`src/rtl/pipelined_mac_pkg.sv`:
```
// Shared limits, beat tag type and width helper for the pipelined unsigned MAC.
package pipelined_mac_pkg;

    localparam int unsigned MAX_WIDTH = 27;
    localparam int unsigned MAX_ACC   = 48;

    typedef struct packed {
        logic first;
        logic last;
        logic valid;
    } beat_tag_t;

    function automatic int unsigned prod_width(input int unsigned w);
        return 2 * w;
    endfunction

endpackage

```
`src/rtl/mac_mult_pipe.sv`:
```
// Product pipeline: STAGES registers carrying a*b and the beat tag, advancing only on en.
module mac_mult_pipe
    import pipelined_mac_pkg::*;
#(
    parameter int unsigned WIDTH  = 16,
    parameter int unsigned STAGES = 2
) (
    input  logic                             clk,
    input  logic                             rst,
    input  logic                             en,
    input  logic [WIDTH-1:0]                 a,
    input  logic [WIDTH-1:0]                 b,
    input  beat_tag_t                        tag_in,
    output logic [prod_width(WIDTH)-1:0]     prod_out,
    output beat_tag_t                        tag_out
);

    localparam int unsigned PW = prod_width(WIDTH);

    logic [PW-1:0] prod_q [STAGES];
    logic [PW-1:0] prod_d [STAGES];
    beat_tag_t     tag_q  [STAGES];
    beat_tag_t     tag_d  [STAGES];

    always_comb begin
        for (int unsigned i = 0; i < STAGES; i++) begin
            prod_d[i] = prod_q[i];
            tag_d[i]  = tag_q[i];
        end
        if (en) begin
            prod_d[0] = PW'(a) * PW'(b);
            tag_d[0]  = tag_in;
            for (int unsigned i = 1; i < STAGES; i++) begin
                prod_d[i] = prod_q[i-1];
                tag_d[i]  = tag_q[i-1];
            end
        end
    end

    always_ff @(posedge clk or posedge rst) begin
        if (rst) begin
            for (int unsigned i = 0; i < STAGES; i++) begin
                prod_q[i] <= '0;
                tag_q[i]  <= '0;
            end
        end else begin
            for (int unsigned i = 0; i < STAGES; i++) begin
                prod_q[i] <= prod_d[i];
                tag_q[i]  <= tag_d[i];
            end
        end
    end

    assign prod_out = prod_q[STAGES-1];
    assign tag_out  = tag_q[STAGES-1];

endmodule

```
`src/rtl/pipelined_mac.sv`:
```
// Pipelined unsigned multiply-accumulate with valid/ready flow control.
// Define PIPELINED_MAC_SAT_EN to saturate the accumulator instead of wrapping.
module pipelined_mac
    import pipelined_mac_pkg::*;
#(
    parameter int unsigned WIDTH     = 16,
    parameter int unsigned ACC_WIDTH = 48,
    parameter int unsigned STAGES    = 2
) (
    input  logic                 clk,
    input  logic                 rst,
    input  logic                 in_valid,
    output logic                 in_ready,
    input  logic                 in_first,
    input  logic                 in_last,
    input  logic [WIDTH-1:0]     a,
    input  logic [WIDTH-1:0]     b,
    output logic                 out_valid,
    input  logic                 out_ready,
    output logic [ACC_WIDTH-1:0] p,
    output logic                 overflow
);

    localparam int unsigned PW = prod_width(WIDTH);

    if (WIDTH < 1 || WIDTH > MAX_WIDTH) begin : g_bad_width
        $error("pipelined_mac: WIDTH out of range");
    end
    if (ACC_WIDTH < PW || ACC_WIDTH > MAX_ACC) begin : g_bad_acc
        $error("pipelined_mac: ACC_WIDTH out of range");
    end
    if (STAGES < 1 || STAGES > 3) begin : g_bad_stages
        $error("pipelined_mac: STAGES out of range");
    end

    logic                 en;
    beat_tag_t            tag_in;
    beat_tag_t            tag_s;
    logic [PW-1:0]        prod_s;
    logic [ACC_WIDTH:0]   sum;

    logic [ACC_WIDTH-1:0] acc_q, acc_d;
    logic                 ovf_acc_q, ovf_acc_d;
    logic [ACC_WIDTH-1:0] p_q, p_d;
    logic                 overflow_q, overflow_d;
    logic                 out_valid_q, out_valid_d;

    // One enable freezes every stage together, so a stalled result never gets overtaken.
    assign en       = !out_valid_q || out_ready;
    assign in_ready = en;

    assign tag_in = '{first: in_first, last: in_last, valid: in_valid};

    mac_mult_pipe #(
        .WIDTH  (WIDTH),
        .STAGES (STAGES)
    ) u_mult (
        .clk      (clk),
        .rst      (rst),
        .en       (en),
        .a        (a),
        .b        (b),
        .tag_in   (tag_in),
        .prod_out (prod_s),
        .tag_out  (tag_s)
    );

    always_comb begin
        sum = {1'b0, (tag_s.first ? '0 : acc_q)}
            + {{(ACC_WIDTH + 1 - PW){1'b0}}, prod_s};

        acc_d       = acc_q;
        ovf_acc_d   = ovf_acc_q;
        p_d         = p_q;
        overflow_d  = overflow_q;
        out_valid_d = out_valid_q;

        if (en) begin
            out_valid_d = 1'b0;
            if (tag_s.valid) begin
`ifdef PIPELINED_MAC_SAT_EN
                acc_d = sum[ACC_WIDTH] ? '1 : sum[ACC_WIDTH-1:0];
`else
                acc_d = sum[ACC_WIDTH-1:0];
`endif
                ovf_acc_d = (tag_s.first ? 1'b0 : ovf_acc_q) | sum[ACC_WIDTH];
                if (tag_s.last) begin
                    p_d         = acc_d;
                    overflow_d  = ovf_acc_d;
                    out_valid_d = 1'b1;
                end
            end
        end
    end

    always_ff @(posedge clk or posedge rst) begin
        if (rst) begin
            acc_q       <= '0;
            ovf_acc_q   <= 1'b0;
            p_q         <= '0;
            overflow_q  <= 1'b0;
            out_valid_q <= 1'b0;
        end else begin
            acc_q       <= acc_d;
            ovf_acc_q   <= ovf_acc_d;
            p_q         <= p_d;
            overflow_q  <= overflow_d;
            out_valid_q <= out_valid_d;
        end
    end

    assign p         = p_q;
    assign overflow  = overflow_q;
    assign out_valid = out_valid_q;

endmodule
```
`config.mk`:
```
export PLATFORM = sky130hd
export DESIGN_NAME = pipelined_mac
export DESIGN_NICKNAME = d
export VERILOG_FILES = /design/src/rtl/pipelined_mac_pkg.sv /design/src/rtl/mac_mult_pipe.sv /design/src/rtl/pipelined_mac.sv
export SDC_FILE = /design/constraint.sdc
export NUM_CORES = 1
export LEC_CHECK = 0
export CAP_MARGIN = 5
export CORE_UTILIZATION = 55
export CTS_BUF_LIST = sky130_fd_sc_hd__clkbuf_4 sky130_fd_sc_hd__clkbuf_8
export DETAILED_ROUTE_END_ITERATION = 12
export GPL_TIMING_DRIVEN = 0
export PLACE_DENSITY = 0.77
export REMOVE_ABC_BUFFERS = 1
export SYNTH_ARGS = -nofsm -noshare
export SYNTH_HDL_FRONTEND = slang
export SYNTH_SLANG_ARGS = --single-unit
```
`constraint.sdc`:
```
create_clock -name clk -period 5.99 [get_ports clk]
set_input_delay 1.198 -clock clk [delete_from_list [all_inputs] [get_ports clk]]
set_output_delay 1.198 -clock clk [all_outputs]
set_load 0.1 [all_outputs]
```
==> out/results.ini, run 1 <==
[run_status]
outcome = finished, violations left
violations = setup timing

[sta]
fin_ws_ns = -0.1493
grt_setup_unrepaired = true
tightest_slew_ns = 0.9850
whs_ns = 0.4751
timing.fmax_ghz = 0.1629
finalHoldViolCount = 0
finalClockSkew_ns = 0.01902
max-slew-margin-rel = 0.3413
min_period_ns = 6.139
finalCritPeriodShare = 1.025
setup_viol = 12
maxSlewViolCount = 0

[placement]
dpl.hpwl_mm = 29.29
io_buffer_count = 88
place.gp.congestion = 0.9005

[yosys]
ys_warn_count = 0
synth_seq_cells = 169
synth_top_area_share = 0.2479
ys_top_cells_by_area = dfrtp_1 (25%), fa_1 (23%), nand2_1 (11%)
yosysSeqAreaShare = 0.2479
ys_types = 64
synth_top_cell_by_area = dfrtp_1
synth-main-ff-cell = dfrtp_1
async_flop_share = 1.000
syn_inst = 1942
synth_edf_count = 0
syn_avg_cell_area_um2 = 8.786
synth_area_um2 = 17060

[global_routing]
grt_usage = 0.2605
grt_max_degree = 104
gr-total-overflow = 0
grt_pass1_vias = 13370
grt_antenna_before_repair = 0
grt_pass1_wl_mm = 65.50

[setup_path]
crit_arrival_ns = 6.50
path_cells = buf_12, and2_4, fa_1, inv_2, fa_1, fa_1, inv_1, fa_1, fa_1, inv_1, fa_1, inv_2, ha_4, nand4_1, a21oi_2, a221oi_4, o21ai_4, o21ai_4, o211ai_1, o211ai_1, mux2i_1, a21oi_1
end_kind = flip-flop
max_stage_delay_ns = 0.55
cp_data_required_time_ns = 6.35
worstSetupStartpointType = primary input
worst_path_most_repeated_cell = fa_1
crit_type = primary input to flip-flop
critPathSlowestCell = fa_1
crit_fanout = 6

[floorplan]
pin_count = 89
die_y_um = 178.1
coreArea_um2 = 30590
die_area_um2 = 31730
placementRows = 64
die_w_um = 178.1
initial_utilization = 0.5578

[cts]
cts_hold_buffers = 0
clk_pin_slew_ns = 0.10
cts-root-buf = clkbuf_8
clock_latency_ns = 0.48
numClockSinks = 169
clockBufferDepth = 2
htree_levels = 4
cts_tree = done
numCtsBuffers = 17

[detailed_routing]
vias = 13360
ant_nets = 0
vias_per_cell = 5.561
wl_per_cell_um = 16.64
drtIter0Drc = 960
drc = 0
drt_pass1_iterations = 5
wirelength_mm = 39.97

[final_layout]
drive_above_1_share = 0.1016
area.growth.synth_to_final_pct = 14.37
antenna_cells = 0
nNetsFinal = 2363
final_cell_mix = nand2_1 (485), inv_1 (215), fa_1 (188)
final_common_cell = nand2_1

[worst_hold_path]
hold_class = flip-flop to flip-flop

[job]
drv_cap = 0

## flip-flops by register name (all words and copies together), names as in the netlist
signal and count:
acc_q 48, p 48, u_mult.prod_out 32, u_mult.prod_q 32, u_mult.tag_out 3, u_mult.tag_q 3
out_valid 1, overflow 1, ovf_acc_q 1
## path summary, 6_finish.rpt
| kind | start | end | slack, ns | cells past startpoint |
|---|---|---|---|---|
| setup / recovery | a[7] | u_mult.prod_q[60] | -0.15 | 22 |
| min in group asynchronous | rst | p[11] | 1.14 | 2 |
| hold reg to reg | u_mult.prod_q[32] | u_mult.prod_q[32] | 0.48 | 2 |
| max in group asynchronous | rst | acc_q[25] | 3.99 | 3 |
| setup reg to reg | u_mult.tag_out[2] | acc_q[46] | 1.84 | 12 |
| hold / removal | u_mult.prod_q[32] | u_mult.prod_q[32] | 0.48 | 2 |
## kinds of logic after synthesis
logic type / Yosys count / share of synthesized area
flops: 169 / 0.2479
compound gates: 269 / 0.1061
simple gates: 771 / 0.2024
xor+xnor: 71 / 0.03644
buf+inv: 317 / 0.06981
fa+ha+maj: 331 / 0.3285
mux: 14 / 0.008873
## worst max-delay path, delay by kind of cell
| family | cells | cell delay [ns] |
|---|---|---|
| AO/OA/AOI/OAI | 7 | 1.11 |
| AND/OR/NAND/NOR | 2 | 0.25 |
| multiplexers | 1 | 0.25 |
| buffers and inverters | 5 | 0.33 |
| adder cells (fa/ha/maj) | 7 | 3.37 |
## synth_stat cells, types with 42 or more instances
master    instances
o21ai_0          61
clkbuf_1         79
ha_1            136
fa_1            195
inv_1           230
nand2_1         489
nor2b_1          42
nor2_1           45
xnor2_1          48
and2_1          126
dfrtp_1         169
a21oi_1          64
## what timing repair did
action / CTS / global route
buffers inserted: 15 / 10
pin swaps: 61 / 55
gates resized for setup: 301 / 59
endpoints found under the setup margin: 22 / 19
cloned: 0 / 1
## stage by stage
step	std cells	util	setup slack, ns	TNS [ns]	cell area [um2]
final	2403	0.6380	-0.1493	-0.9373	19520
after detailed placement	2345	0.5970	-2.146	-34.77	18260
after global routing	2403	0.6380	-0.2610	-2.623	19520
after floorplan	1855	-	-2.193	-182.19	16730
after CTS	2392	0.6274	-0.03415	-0.09779	19190
after global placement	2339	0.5921	-5.296	-940.91	18110
## metal layers
metal  up-vias  wire, um  track usage
li1       6262         -            -
met1      6672     16650       0.3264
met2       361     20590       0.4668
met3        68      1813      0.03133
met4         0       924      0.08120
met5         -         0            0
## final cells by class
type | count | area (um2)
tap | 396 | 495.5
timing repair buffer | 120 | 1410
multi-input combinational | 1456 | 12110
inverter | 230 | 870.8
sequential | 169 | 4230
clock inverter | 14 | 151.4
fill | 2482 | 11070
clock buffer | 18 | 247.7
Power of run 1 is left out: the tool's default activity adds up to more than one toggle a clock period on the data nets, which glitch-free logic cannot reach.
==> inputs of run 2 (changes only) <==
--- a/config.mk
+++ b/config.mk
@@ -5,13 +5,14 @@
 export SDC_FILE = /design/constraint.sdc
 export NUM_CORES = 1
 export LEC_CHECK = 0
-export CAP_MARGIN = 5
+export CAP_MARGIN = 10
 export CORE_UTILIZATION = 55
 export CTS_BUF_LIST = sky130_fd_sc_hd__clkbuf_4 sky130_fd_sc_hd__clkbuf_8
 export DETAILED_ROUTE_END_ITERATION = 12
 export GPL_TIMING_DRIVEN = 0
 export PLACE_DENSITY = 0.77
 export REMOVE_ABC_BUFFERS = 1
+export SKIP_CTS_REPAIR_TIMING = 1
 export SYNTH_ARGS = -nofsm -noshare
 export SYNTH_HDL_FRONTEND = slang
 export SYNTH_SLANG_ARGS = --single-unit
==> run 2 against run 1 <==
  * Critical path depth unchanged
  * The flow still finishes with violations (setup timing)
  * Cell count is the same
  * Core utilization shrank 0.12 points
  * Critical endpoint unchanged
  * Via count increased by 0.41%
  * Sequential share of layout area about the same
  * Fmax decreased by 1.1%
==> out/results.ini, run 2 (synthesis gave the netlist of run 1 again) <==
[final_layout]
antenna_cells = 0
final_common_cell = nand2_1
nNetsFinal = 2363
area.growth.synth_to_final_pct = 14.15
final_cell_mix = nand2_1 (484), inv_1 (216), fa_1 (191)
drive_above_1_share = 0.09816
fillers = 2442

[global_routing]
grt_usage = 0.2526
gr-total-overflow = 0
grt_pass1_wl_mm = 63.77
grt_antenna_before_repair = 0
grt_pass1_vias = 13300
grt_max_degree = 104

[floorplan]
die_w_um = 178.1
placementRows = 64
die_y_um = 178.1
coreArea_um2 = 30590
die_area_um2 = 31730
pin_count = 89
initial_utilization = 0.5578

[run_status]
violations = setup timing
outcome = finished, violations left

[sta]
setup_viol = 13
timing.fmax_ghz = 0.1611
tightest_slew_ns = 0.9854
whs_ns = 0.4742
grt_setup_unrepaired = true
tns_ns = -1.413
max-slew-margin-rel = 0.3410
finalClockSkew_ns = 0.02179
maxSlewViolCount = 0
finalCritPeriodShare = 1.036
fin_ws_ns = -0.2175
finalHoldViolCount = 0
min_period_ns = 6.207

[cts]
numCtsBuffers = 17
clock_latency_ns = 0.48
clockBufferDepth = 2
cts-root-buf = clkbuf_8
htree_levels = 4
cts_tree = done
numClockSinks = 169
clk_pin_slew_ns = 0.10

[worst_hold_path]
hold_depth = 2
hold_class = flip-flop to flip-flop
hold_end = u_mult.prod_q[32]
min_from = u_mult.prod_q[32]

[detailed_routing]
drc = 0
drtIter0Drc = 881
vias_per_cell = 5.584
drt_pass1_iterations = 5
wirelength_mm = 40.11
wl_per_cell_um = 16.69
ant_nets = 0
vias = 13420

[setup_path]
ff2ff_path_depth = 12
r2r-end = acc_q[46]
cp_data_required_time_ns = 6.35
reg2reg_from = u_mult.tag_out[2]
crit_arrival_ns = 6.57
worstSetupStartpointType = primary input
r2r_setup_slack_ns = 1.79
crit_fanout = 7
crit_type = primary input to flip-flop
end_kind = flip-flop

[job]
drv_cap = 0

[placement]
io_buffer_count = 88
dpl.hpwl_mm = 29.31
place.gp.congestion = 0.9005

==> run 2: changes by cell type in the layout (fill, tap and decap cells not counted), moves of 2 or more <==
cell	before	now
xnor2_2	4	2
fa_1	188	191
a211oi_2	3	1
a211oi_1	2	4
ha_4	8	10
xnor2_1	44	46
fa_2	7	4
ha_1	127	125
buf_12	19	15
==> run 2: how the worst max path moves through the flow <==
| stage | start | endpoint | slack (ns) |
|---|---|---|---|
| after floorplan | out_ready | p[41] | -2.19 |
| after global placement | out_ready | p[41] | -5.30 |
| after detailed placement | a[8] | u_mult.prod_q[58] | -2.19 |
| after CTS | a[8] | u_mult.prod_q[58] | -1.69 |
| after global routing | a[7] | u_mult.prod_q[60] | -0.37 |
| final | a[7] | u_mult.prod_q[60] | -0.22 |
==> run 2: critical path, stage by stage <==
cell      delay [ns]
buf_12          0.11
and2_4          0.15
fa_1            0.54
inv_2           0.04
fa_1            0.47
fa_1            0.49
inv_1           0.05
fa_1            0.46
fa_1            0.58
inv_2           0.05
fa_1            0.52
inv_2           0.05
ha_4            0.28
a21oi_4         0.19
nand2_2         0.10
a221oi_4        0.36
o21ai_4         0.12
o21ai_4         0.20
o211ai_1        0.12
o211ai_1        0.18
mux2i_1         0.23
a21oi_1         0.08
==> run 2: layer usage <==
layer	part of all wire	GRT usage	up-vias
met5	0	0	-
met4	0.024	0.06660	0
met3	0.047	0.03261	77
met2	0.51	0.4544	412
met1	0.42	0.3182	6653
li1	-	-	6276
==> run 2: layout make-up <==
class | instances | area (um2) | area share
clock buffer | 18 | 247.7 | 0.01272
clock inverter | 14 | 155.1 | 0.007966
inverter | 230 | 870.8 | 0.04471
multi-input combinational | 1456 | 12070 | 0.6199
sequential | 169 | 4230 | 0.2172
tap | 396 | 495.5 | 0.02544
timing repair buffer | 120 | 1404 | 0.07208
==> run 2: stage by stage <==
stage                     utilization  instance area (um2)  setup WS (ns)  cells
after detailed placement       0.5975                18280         -2.187   2346
after floorplan                     -                16730         -2.193   1855
final                          0.6367                19480        -0.2175   2403
after global routing           0.6367                19480        -0.3677   2403
after global placement         0.5921                18110         -5.296   2339
after CTS                      0.6106                18680         -1.689   2378
Power of run 2 is left out for the same reason.
